<file path="src/rtl/alu_multicycle_core.sv">
// The combinational datapath core is implemented in alu_comb_core.sv.

</file>
<file path="src/rtl/alu_pkg.sv">
// Shared constants and types for the multi-cycle ALU.
package alu_pkg;

    localparam int unsigned OPCODE_W = 3;
    localparam int unsigned OPSEL_W  = 2;
    localparam int unsigned FLAGS_W  = 4;

    // Opcode encodings
    localparam logic [OPCODE_W-1:0] OP_ADD = 3'd0;
    localparam logic [OPCODE_W-1:0] OP_SUB = 3'd1;
    localparam logic [OPCODE_W-1:0] OP_AND = 3'd2;
    localparam logic [OPCODE_W-1:0] OP_OR  = 3'd3;
    localparam logic [OPCODE_W-1:0] OP_XOR = 3'd4;
    localparam logic [OPCODE_W-1:0] OP_CMP = 3'd5;
    localparam logic [OPCODE_W-1:0] OP_SHL = 3'd6;
    localparam logic [OPCODE_W-1:0] OP_SHR = 3'd7;

    // Flag bit positions within Read_Flag
    localparam int unsigned FLAG_Z = 3;
    localparam int unsigned FLAG_N = 2;
    localparam int unsigned FLAG_C = 1;
    localparam int unsigned FLAG_V = 0;

    // OperandSelect encodings
    localparam logic [OPSEL_W-1:0] OPSEL_A_B   = 2'b00;
    localparam logic [OPSEL_W-1:0] OPSEL_T1_B  = 2'b01;
    localparam logic [OPSEL_W-1:0] OPSEL_A_T1  = 2'b10;
    localparam logic [OPSEL_W-1:0] OPSEL_T1_T1 = 2'b11;

    // FSM state type and encodings
    typedef logic [1:0] aluState_t;
    localparam aluState_t S_IDLE  = 2'd0;
    localparam aluState_t S_SHIFT = 2'd1;
    localparam aluState_t S_DONE  = 2'd2;

endpackage

</file>
<file path="src/rtl/alu_comb_core.sv">
// Single-cycle arithmetic/logic result and flag generation.
module alu_comb_core
    import alu_pkg::*;
#(
    parameter int unsigned WIDTH = 16
) (
    input  logic [OPCODE_W-1:0] opCode,
    input  logic [WIDTH-1:0]    a,
    input  logic [WIDTH-1:0]    b,
    output logic [WIDTH-1:0]    result,
    output logic [FLAGS_W-1:0]  flags
);

    logic             isSub;
    logic [WIDTH-1:0] bArith;
    logic [WIDTH:0]   sumExt;
    logic             carry;
    logic             ovf;

    // Adder with inverted B and carry-in for SUB/CMP; shifts here are the count-0 pass-through
    always_comb begin
        isSub  = (opCode == OP_SUB) || (opCode == OP_CMP);
        bArith = isSub ? ~b : b;
        sumExt = {1'b0, a} + {1'b0, bArith} + (WIDTH+1)'(isSub);
        result = a;
        carry  = 1'b0;
        ovf    = 1'b0;
        case (opCode)
            OP_ADD, OP_SUB, OP_CMP: begin
                result = sumExt[WIDTH-1:0];
                carry  = sumExt[WIDTH];
                ovf    = (a[WIDTH-1] == bArith[WIDTH-1]) && (sumExt[WIDTH-1] != a[WIDTH-1]);
            end
            OP_AND:  result = a & b;
            OP_OR:   result = a | b;
            OP_XOR:  result = a ^ b;
            default: result = a;
        endcase
        flags         = '0;
        flags[FLAG_Z] = (result == '0);
        flags[FLAG_N] = result[WIDTH-1];
        flags[FLAG_C] = carry;
        flags[FLAG_V] = ovf;
    end

endmodule

</file>
<file path="src/rtl/alu_multicycle.sv">
// Multi-cycle ALU: single-cycle arith/logic, bit-serial shifts, registered T1 and flags.
module alu_multicycle
    import alu_pkg::*;
#(
    parameter int unsigned WIDTH = 16,
    parameter int unsigned CW    = $clog2(WIDTH)
) (
    input  logic                ClockInput,
    input  logic                ResetN,
    input  logic                Enable,
    input  logic [OPCODE_W-1:0] ExtOpCode,
    input  logic [OPSEL_W-1:0]  OperandSelect,
    input  logic                UpdateResult,
    input  logic                UpdateFlag,
    input  logic [WIDTH-1:0]    Bus_A,
    input  logic [WIDTH-1:0]    Bus_B,
    output logic [WIDTH-1:0]    Read_T1,
    output logic [FLAGS_W-1:0]  Read_Flag,
    output logic                Busy,
    output logic                Done
);

    aluState_t            state;
    aluState_t            nextState;
    logic [WIDTH-1:0]     opA;
    logic [WIDTH-1:0]     opB;
    logic [WIDTH-1:0]     coreResult;
    logic [FLAGS_W-1:0]   coreFlags;
    logic                 accept;
    logic                 isShiftOp;
    logic [CW-1:0]        shAmt;
    logic                 startShift;
    logic                 lastShift;
    logic [WIDTH-1:0]     shReg;
    logic [CW-1:0]        shCnt;
    logic                 shLeft;
    logic                 shUpdRes;
    logic                 shUpdFlag;
    logic [WIDTH-1:0]     shNext;
    logic                 shCarryOut;
    logic [FLAGS_W-1:0]   shFlags;

    // Operand selection; T1 taken from its current (pre-update) register value
    always_comb begin
        opA = Bus_A;
        opB = Bus_B;
        case (OperandSelect)
            OPSEL_T1_B:  opA = Read_T1;
            OPSEL_A_T1:  opB = Read_T1;
            OPSEL_T1_T1: begin
                opA = Read_T1;
                opB = Read_T1;
            end
            default: ;
        endcase
    end

    alu_comb_core #(.WIDTH(WIDTH)) uCore (
        .opCode (ExtOpCode),
        .a      (opA),
        .b      (opB),
        .result (coreResult),
        .flags  (coreFlags)
    );

    // Accept decode and next step of the serial shifter
    always_comb begin
        accept     = Enable && !Busy;
        isShiftOp  = (ExtOpCode == OP_SHL) || (ExtOpCode == OP_SHR);
        shAmt      = Bus_B[CW-1:0];
        startShift = accept && isShiftOp && (shAmt != '0);
        lastShift  = (shCnt == CW'(1));
        if (shLeft) begin
            shNext     = {shReg[WIDTH-2:0], 1'b0};
            shCarryOut = shReg[WIDTH-1];
        end else begin
            shNext     = {1'b0, shReg[WIDTH-1:1]};
            shCarryOut = shReg[0];
        end
        shFlags         = '0;
        shFlags[FLAG_Z] = (shNext == '0);
        shFlags[FLAG_N] = shNext[WIDTH-1];
        shFlags[FLAG_C] = shCarryOut;
    end

    // Next-state logic; DONE can chain straight into a new operation
    always_comb begin
        nextState = state;
        case (state)
            S_IDLE, S_DONE: begin
                if (accept) nextState = startShift ? S_SHIFT : S_DONE;
                else        nextState = S_IDLE;
            end
            S_SHIFT: if (lastShift) nextState = S_DONE;
            default: nextState = S_IDLE;
        endcase
    end

    // State register
    always_ff @(posedge ClockInput) begin
        if (!ResetN) state <= S_IDLE;
        else         state <= nextState;
    end

    // Datapath: result/flag writes, shift iteration, Busy/Done
    always_ff @(posedge ClockInput) begin
        if (!ResetN) begin
            Read_T1   <= '0;
            Read_Flag <= '0;
            Busy      <= 1'b0;
            Done      <= 1'b0;
            shReg     <= '0;
            shCnt     <= '0;
            shLeft    <= 1'b0;
            shUpdRes  <= 1'b0;
            shUpdFlag <= 1'b0;
        end else begin
            Done <= 1'b0;
            if (state == S_SHIFT) begin
                shReg <= shNext;
                shCnt <= shCnt - CW'(1);
                if (lastShift) begin
                    Busy <= 1'b0;
                    Done <= 1'b1;
                    if (shUpdRes)  Read_T1   <= shNext;
                    if (shUpdFlag) Read_Flag <= shFlags;
                end
            end else if (accept) begin
                shLeft    <= (ExtOpCode == OP_SHL);
                shUpdRes  <= UpdateResult;
                shUpdFlag <= UpdateFlag;
                if (startShift) begin
                    shReg <= opA;
                    shCnt <= shAmt;
                    Busy  <= 1'b1;
                end else begin
                    Done <= 1'b1;
                    if (UpdateResult && (ExtOpCode != OP_CMP)) Read_T1 <= coreResult;
                    if (UpdateFlag) Read_Flag <= coreFlags;
                end
            end
        end
    end

endmodule

</file>
<file path="config.mk">
export PLATFORM = sky130hd
export DESIGN_NAME = alu_multicycle
export DESIGN_NICKNAME = d
export VERILOG_FILES = /design/src/rtl/alu_multicycle_core.sv /design/src/rtl/alu_pkg.sv /design/src/rtl/alu_comb_core.sv /design/src/rtl/alu_multicycle.sv
export SDC_FILE = /design/constraint.sdc
export NUM_CORES = 1
export LEC_CHECK = 0
export CORE_ASPECT_RATIO = 0.75
export CORE_MARGIN = 1
export CORE_UTILIZATION = 40
export CTS_CLUSTER_SIZE = 30
export DETAILED_ROUTE_END_ITERATION = 16
export GPL_TIMING_DRIVEN = 0
export HOLD_SLACK_MARGIN = 0.06
export SKIP_LAST_GASP = 1
export SYNTH_ARGS = -nofsm -noshare
export SYNTH_HDL_FRONTEND = slang
export SYNTH_SLANG_ARGS = --single-unit
</file>
<file path="constraint.sdc">
create_clock -name ClockInput -period 4.42 [get_ports ClockInput]
set_input_delay 1.105 -clock ClockInput [delete_from_list [all_inputs] [get_ports ClockInput]]
set_output_delay 1.105 -clock ClockInput [all_outputs]
set_load 0.05 [all_outputs]
</file>
* Word level (Yosys, flattened, before mapping)
Index checks and enable logic that the tools add are counted.
Storage, ports and cells: bits in registers 47, output and inout bits 22, word-level logic and storage cells 102, input bits 42
Operators by class: equal/unequal tests 20, bitwise operators 5, add/subtract/negate cells 3, muxes and demuxes 38, reduce and logical (&&, ||, !) cells 26
Operator list (count):
- $mux 16 | 13
- $pmux 16 s4 | 1
- $mux 4 | 9
- $logic_not 16->1 | 2
- $add 16x16->17 | 1
- $add 17x1->17 | 1
- $and 16x16->16 | 1
- $not 16->16 | 1
- $or 16x16->16 | 1
- $xor 16x16->16 | 1
- $eq 3x3->1 const B | 4
- $mux 1 | 11
- $reduce_and 5->1 | 2
- $reduce_bool 2->1 | 4
- $eq 2x2->1 const B | 3
- $eq 3x2->1 const B | 2
- $mux 2 | 3
- $ne 2x2->1 const B | 3
- $reduce_or 2->1 | 3
- $logic_and 1x1->1 | 5
- $eq 2x1->1 const B | 2
- $eq 4x1->1 const B | 1
- $pmux 2 s2 | 1
- $reduce_and 2->1 | 2
- 14 further kinds | 15

* Depth between registers and ports, before layout
depth after elaboration 14, mapped depth 15, mapped depth without buffers 13

* By module
From an unflattened synthesis, not the netlist that was laid out.
Second synthesis, totals: cells, all modules 681, area, all modules 5258.8 um^2
Modules (own cells, without submodules):
- alu_multicycle | cells an instance 359, area each 3040.4 um^2, times used 1, seq. area each 940.9 um^2
- alu_comb_core | cells an instance 322, area each 2218.4 um^2, times used 1, seq. area each 0.0 um^2

* Worst setup path after synthesis
OpenSTA, ideal clock, no wires.
path kind input to register, from input port OperandSelect[1], to register Read_Flag[3], library setup time 69 ps, arrival 3973 ps, slack 378 ps, required time 4351 ps, cell stages on the path 14, buffers on the path 2, cells stage by stage buf_6 > clkbuf_1 > mux2i_1 > xnor2_1 > ha_1 > a21o_1 > a21oi_1 > nand2_1 > a31oi_1 > xor2_1 > o221ai_1 > a2111oi_0 > o2111ai_1 > o21ai_1
On the way: cells in the longest elaborated chain, start to end 13, elaborated cells on any way between the ends 20, classes of those cells 2 x add/sub; 3 x eq/ne; 8 x mux; 4 x bitwise; 3 x reduce/logical
Ends and longest elaborated chain:
- start, declared | line alu_multicycle.sv:12 | input logic [OPSEL_W-1:0] OperandSelect,
- $eq 2x2->1 | line alu_multicycle.sv:47 | case (OperandSelect)
- $reduce_or 2->1 (no source line)
- $mux 16 | line alu_multicycle.sv:47
- $not 16->16 | line alu_comb_core.sv:23 | bArith = isSub ? ~b : b;
- $mux 16 | line alu_comb_core.sv:23
- $add 16x16->17 | line alu_comb_core.sv:24 | sumExt = {1'b0, a} + {1'b0, bArith} + (WIDTH+1)'(isSub);
- $add 17x1->17 | line alu_comb_core.sv:24
- $pmux 16 s4 * | line alu_comb_core.sv:28 | case (opCode)
- $logic_not 16->1 * | line alu_comb_core.sv:40 | flags[FLAG_Z] = (result == '0);
- $mux 4 * | line alu_multicycle.sv:139 | if (UpdateFlag) Read_Flag <= coreFlags;
- $mux 4 * | line alu_multicycle.sv:132 | if (startShift) begin
- $mux 4 * | line alu_multicycle.sv:128 | end else if (accept) begin
- $mux 4 * | line alu_multicycle.sv:119 | if (state == S_SHIFT) begin
- end signal, assigned | line alu_multicycle.sv:126 | if (shUpdFlag) Read_Flag <= shFlags;
- end signal, assigned | line alu_multicycle.sv:139
- end, declared | line alu_multicycle.sv:18 | output logic [FLAGS_W-1:0] Read_Flag,
Every way passes the cells marked *; elsewhere a longest branch is shown, timed or not. The select of a mux whose other input is x is not followed. A chain may end at the register's enable or synchronous reset.

* Worst setup path in the final report
from input port Bus_A[5], to register Read_Flag[3]
On the way: cells in the longest elaborated chain, start to end 9, elaborated cells on any way between the ends 12, classes of those cells 2 x add/sub; 6 x mux; 3 x bitwise; 1 x reduce/logical
Ends and longest elaborated chain:
- start, declared | line alu_multicycle.sv:15 | input logic [WIDTH-1:0] Bus_A,
- $mux 16 * | line alu_multicycle.sv:47
- $add 16x16->17 | line alu_comb_core.sv:24
- $add 17x1->17 | line alu_comb_core.sv:24
- $pmux 16 s4 * | line alu_comb_core.sv:28
- $logic_not 16->1 * | line alu_comb_core.sv:40
- $mux 4 * | line alu_multicycle.sv:139
- $mux 4 * | line alu_multicycle.sv:132
- $mux 4 * | line alu_multicycle.sv:128
- $mux 4 * | line alu_multicycle.sv:119
Marks and branches as above.

==> key figures <==
Run
  • Max-Cap Viols: 0

Setup path
  • Worst Setup Path Type: primary input to flip-flop
  • Worst Path Required: 4.65 ns
  • Crit path arrival time: around 4.5 ns
  • Worst setup EP type: flip-flop
  • Crit path max fanout: 5
  • CP Launch Type: primary input

Detailed routing
  • Post-Route WL: 17400 um
  • Wire per inst: 19.7 um
  • Drt initial violations: 447
  • DRC Markers: 0
  • Vias after detailed routing: 5138
  • First-pass DRT Iterations: 5
  • Routed vias/inst: approximately 5.8
  • Antenna Nets Post-Route: 0

Clocking
  • CTS tree: yes
  • Setup repair bufs after CTS: 0
  • Worst-path clk slew: about 0.07 ns
  • Skew-Pair Late Insertion Delay: 0.30 ns
  • CTS buffer count: 5
  • Root Buffer: clkbuf_16
  • Longest Clk Path Bufs: 2
  • Hold Buf Count CTS: 0
  • Htree depth: 2
  • TritonCTS sink count: 47

Timing
  • Final worst-path cycle share: 0.970
  • Final Hold Viols: 0
  • Slew Viols, Final: 0
  • Final Skew: between 0.005 and 0.006 ns
  • Slew @ Worst Pin: between 1 and 1.5 ns
  • # setup viols final: 0
  • Tmin final: roughly 4.3 ns
  • Fmax: 233 MHz
  • RSZ-0062 raised after global routing: no
  • Slew HR: 0.271
  • Setup_tns: 0 ns

Placed design
  • GP Congestion: between 0.9 and 1
  • Dpl cell area: ~0.0057 mm2
  • I/O Buffers: 60
  • DP HPWL: 13600 um

Final layout
  • Fillers: between 1000 and 1500
  • Area growth syn-to-layout: 20.0%
  • Util after Layout: 0.498
  • Share of cells above drive strength 1: 0.0527
  • Post-route cell area: between 0.005 and 0.006 mm2
  • Nets: 813
  • ANT cells: 0

GRT
  • Antenna violations before repair: 0
  • Gr usage total: 0.284
  • GR Overflow Total: 0
  • Number of global-route vias before repair: 4958
  • First-pass GRT wire length: 27300 um
  • Largest net degree at the start of global routing: 17

Synth
  • Yosys synthesis warning count: 0
  • Syn Area/Cell: 7.44 um2
  • Top_reg_cell synth: dfxtp_1
  • Flops & latches, synth: 47
  • Syn nets: 747
  • Mapped cell area: 0.00487 mm2
  • EDFF count, synth: 0
  • Async set or reset register ratio after synthesis: 0
  • Register area share after synthesis: 0.193
  • Post-synthesis instance total: between 600 and 700
  • Distinct cells, synth: 66

Die
  • Placeable Area: 0.0117 mm2
  • DIE HEIGHT: 97.5 um
  • FP Rows: 34
  • I/O Pins: 64
  • Die X: ~130 um
  • Die area: around 0.013 mm2
  • Initial core utilization: 0.415

Pwr
  • Max VDD drop: roughly 0.15 mV
  • Power per cell area: between 200 and 300 mW/mm2
  • Lkg Pwr: 0.00246 uW

Worst hold path
  • Min-Delay Path Class: flip-flop to flip-flop

Status
  • Outcome: completed
==> stage by stage <==
stage	power, uW	setup WS (ns)	instances	hold WS, ns
after floorplan	975	0.378	654	0.446
after global placement	1180	-1.02	876	0.469
after detailed placement	1190	-1.15	876	0.473
after CTS	1580	0.0334	883	0.487
after global routing	1680	0.0410	883	0.521
final	1590	0.131	883	0.493
==> critical path: stages <==
cell,delay [ns]
clkdlybuf4s50_1,0.39
mux2i_1,0.49
inv_1,0.17
ha_1,0.40
and3_1,0.21
o21ai_0,0.15
nand2_1,0.15
a31oi_1,0.24
xor2_1,0.20
o221ai_1,0.18
a2111oi_2,0.47
o2111ai_1,0.21
o21ai_1,0.15
==> synth_stat cells (all sizes together) (4+ instances only) <==
cell | instances | area share
xor2 | 4 | 0.0072
and3 | 5 | 0.0064
inv | 46 | 0.035
dfxtp | 47 | 0.19
nand3 | 14 | 0.015
nor2 | 69 | 0.053
nand2b | 9 | 0.012
o22ai | 7 | 0.0090
a21boi | 8 | 0.012
a211oi | 17 | 0.026
buf | 11 | 0.012
o211ai | 9 | 0.014
or3 | 4 | 0.0062
nand2 | 52 | 0.040
nor2b | 15 | 0.019
mux2 | 5 | 0.012
ha | 50 | 0.13
and2 | 8 | 0.010
a31oi | 7 | 0.010
a21o | 6 | 0.0093
xnor2 | 20 | 0.036
mux2i | 45 | 0.094
nor4 | 5 | 0.0064
o21a | 16 | 0.025
a21oi | 55 | 0.057
a22oi | 8 | 0.012
nor3b | 5 | 0.0077
nor3 | 7 | 0.0072
o21ai | 39 | 0.041
clkbuf | 29 | 0.022
==> power breakdown <==
group / internal [uW] / switching [uW] / total, uW
combinational: 284 / 437 / 721
clock: 207 / 177 / 384
sequential: 451 / 30.9 / 482
total: 942 / 645 / 1590
==> path summary, 6_finish.rpt <==
path,from,to,slack (ns),cells after the start
setup / recovery,Bus_A[5],Read_Flag[3]$_SDFFE_PN0P_,0.13,13
hold / removal,shUpdFlag$_SDFFE_PN0P_,shUpdFlag$_SDFFE_PN0P_,0.49,2
setup reg to reg,Read_T1[5]$_SDFFE_PN0P_,Read_Flag[3]$_SDFFE_PN0P_,0.93,12
hold reg to reg,shUpdFlag$_SDFFE_PN0P_,shUpdFlag$_SDFFE_PN0P_,0.49,2
==> logic make-up after synthesis <==
| family | count (synthesis) | share of synthesized area |
|---|---|---|
| compound gates | 193 | 0.257 |
| xor+xnor | 24 | 0.0432 |
| fa+ha+maj | 51 | 0.133 |
| buf+inv | 86 | 0.0699 |
| flops | 47 | 0.193 |
| mux | 50 | 0.106 |
| simple gates | 203 | 0.198 |
==> timing repair <==
item,CTS,global route
cloned,0,0
gates resized for setup,8,3
setup endpoints to repair,13,5
pin swaps,0,0
==> metal layers <==
| layer | track usage | part of all wire |
|---|---|---|
| met1 | 0.421 | 0.49 |
| met2 | 0.433 | 0.43 |
| met3 | 0.0341 | 0.070 |
| met4 | 0.0643 | 0.016 |
| met5 | 0 | 0 |
==> layout make-up <==
class,count,area (um2),area share
Sequential cell,47,941,0.161
Clock buffer,5,125,0.0214
Inverter,46,173,0.0296
Tap cell,162,203,0.0347
Multi-Input combinational cell,521,3610,0.618
Timing Repair Buffer,60,603,0.103
Clock inverter,3,15.0,0.00257
Buffer,39,174,0.0298
==> sequential cells by signal, indices dropped and copies added (netlist names) <==
name	cells
Read_T1	16
shReg	16
Read_Flag	4
shCnt	4
state	2
Busy	1
Done	1
shLeft	1
shUpdFlag	1
shUpdRes	1
==> layout by cell type, fill, tap and decap left out, types with 13 or more instances in the layout <==
cell type / instances
mux2i_1: 42
a21oi_1: 53
clkdlybuf4s50_1: 59
o21ai_0: 37
dfxtp_1: 47
a211oi_1: 17
xnor2_1: 20
nand2_1: 52
ha_1: 50
inv_1: 45
nor2_1: 69
o21a_1: 16
nor2b_1: 14
clkbuf_1: 28
nand3_1: 13
(Power assumes the default switching activity.)
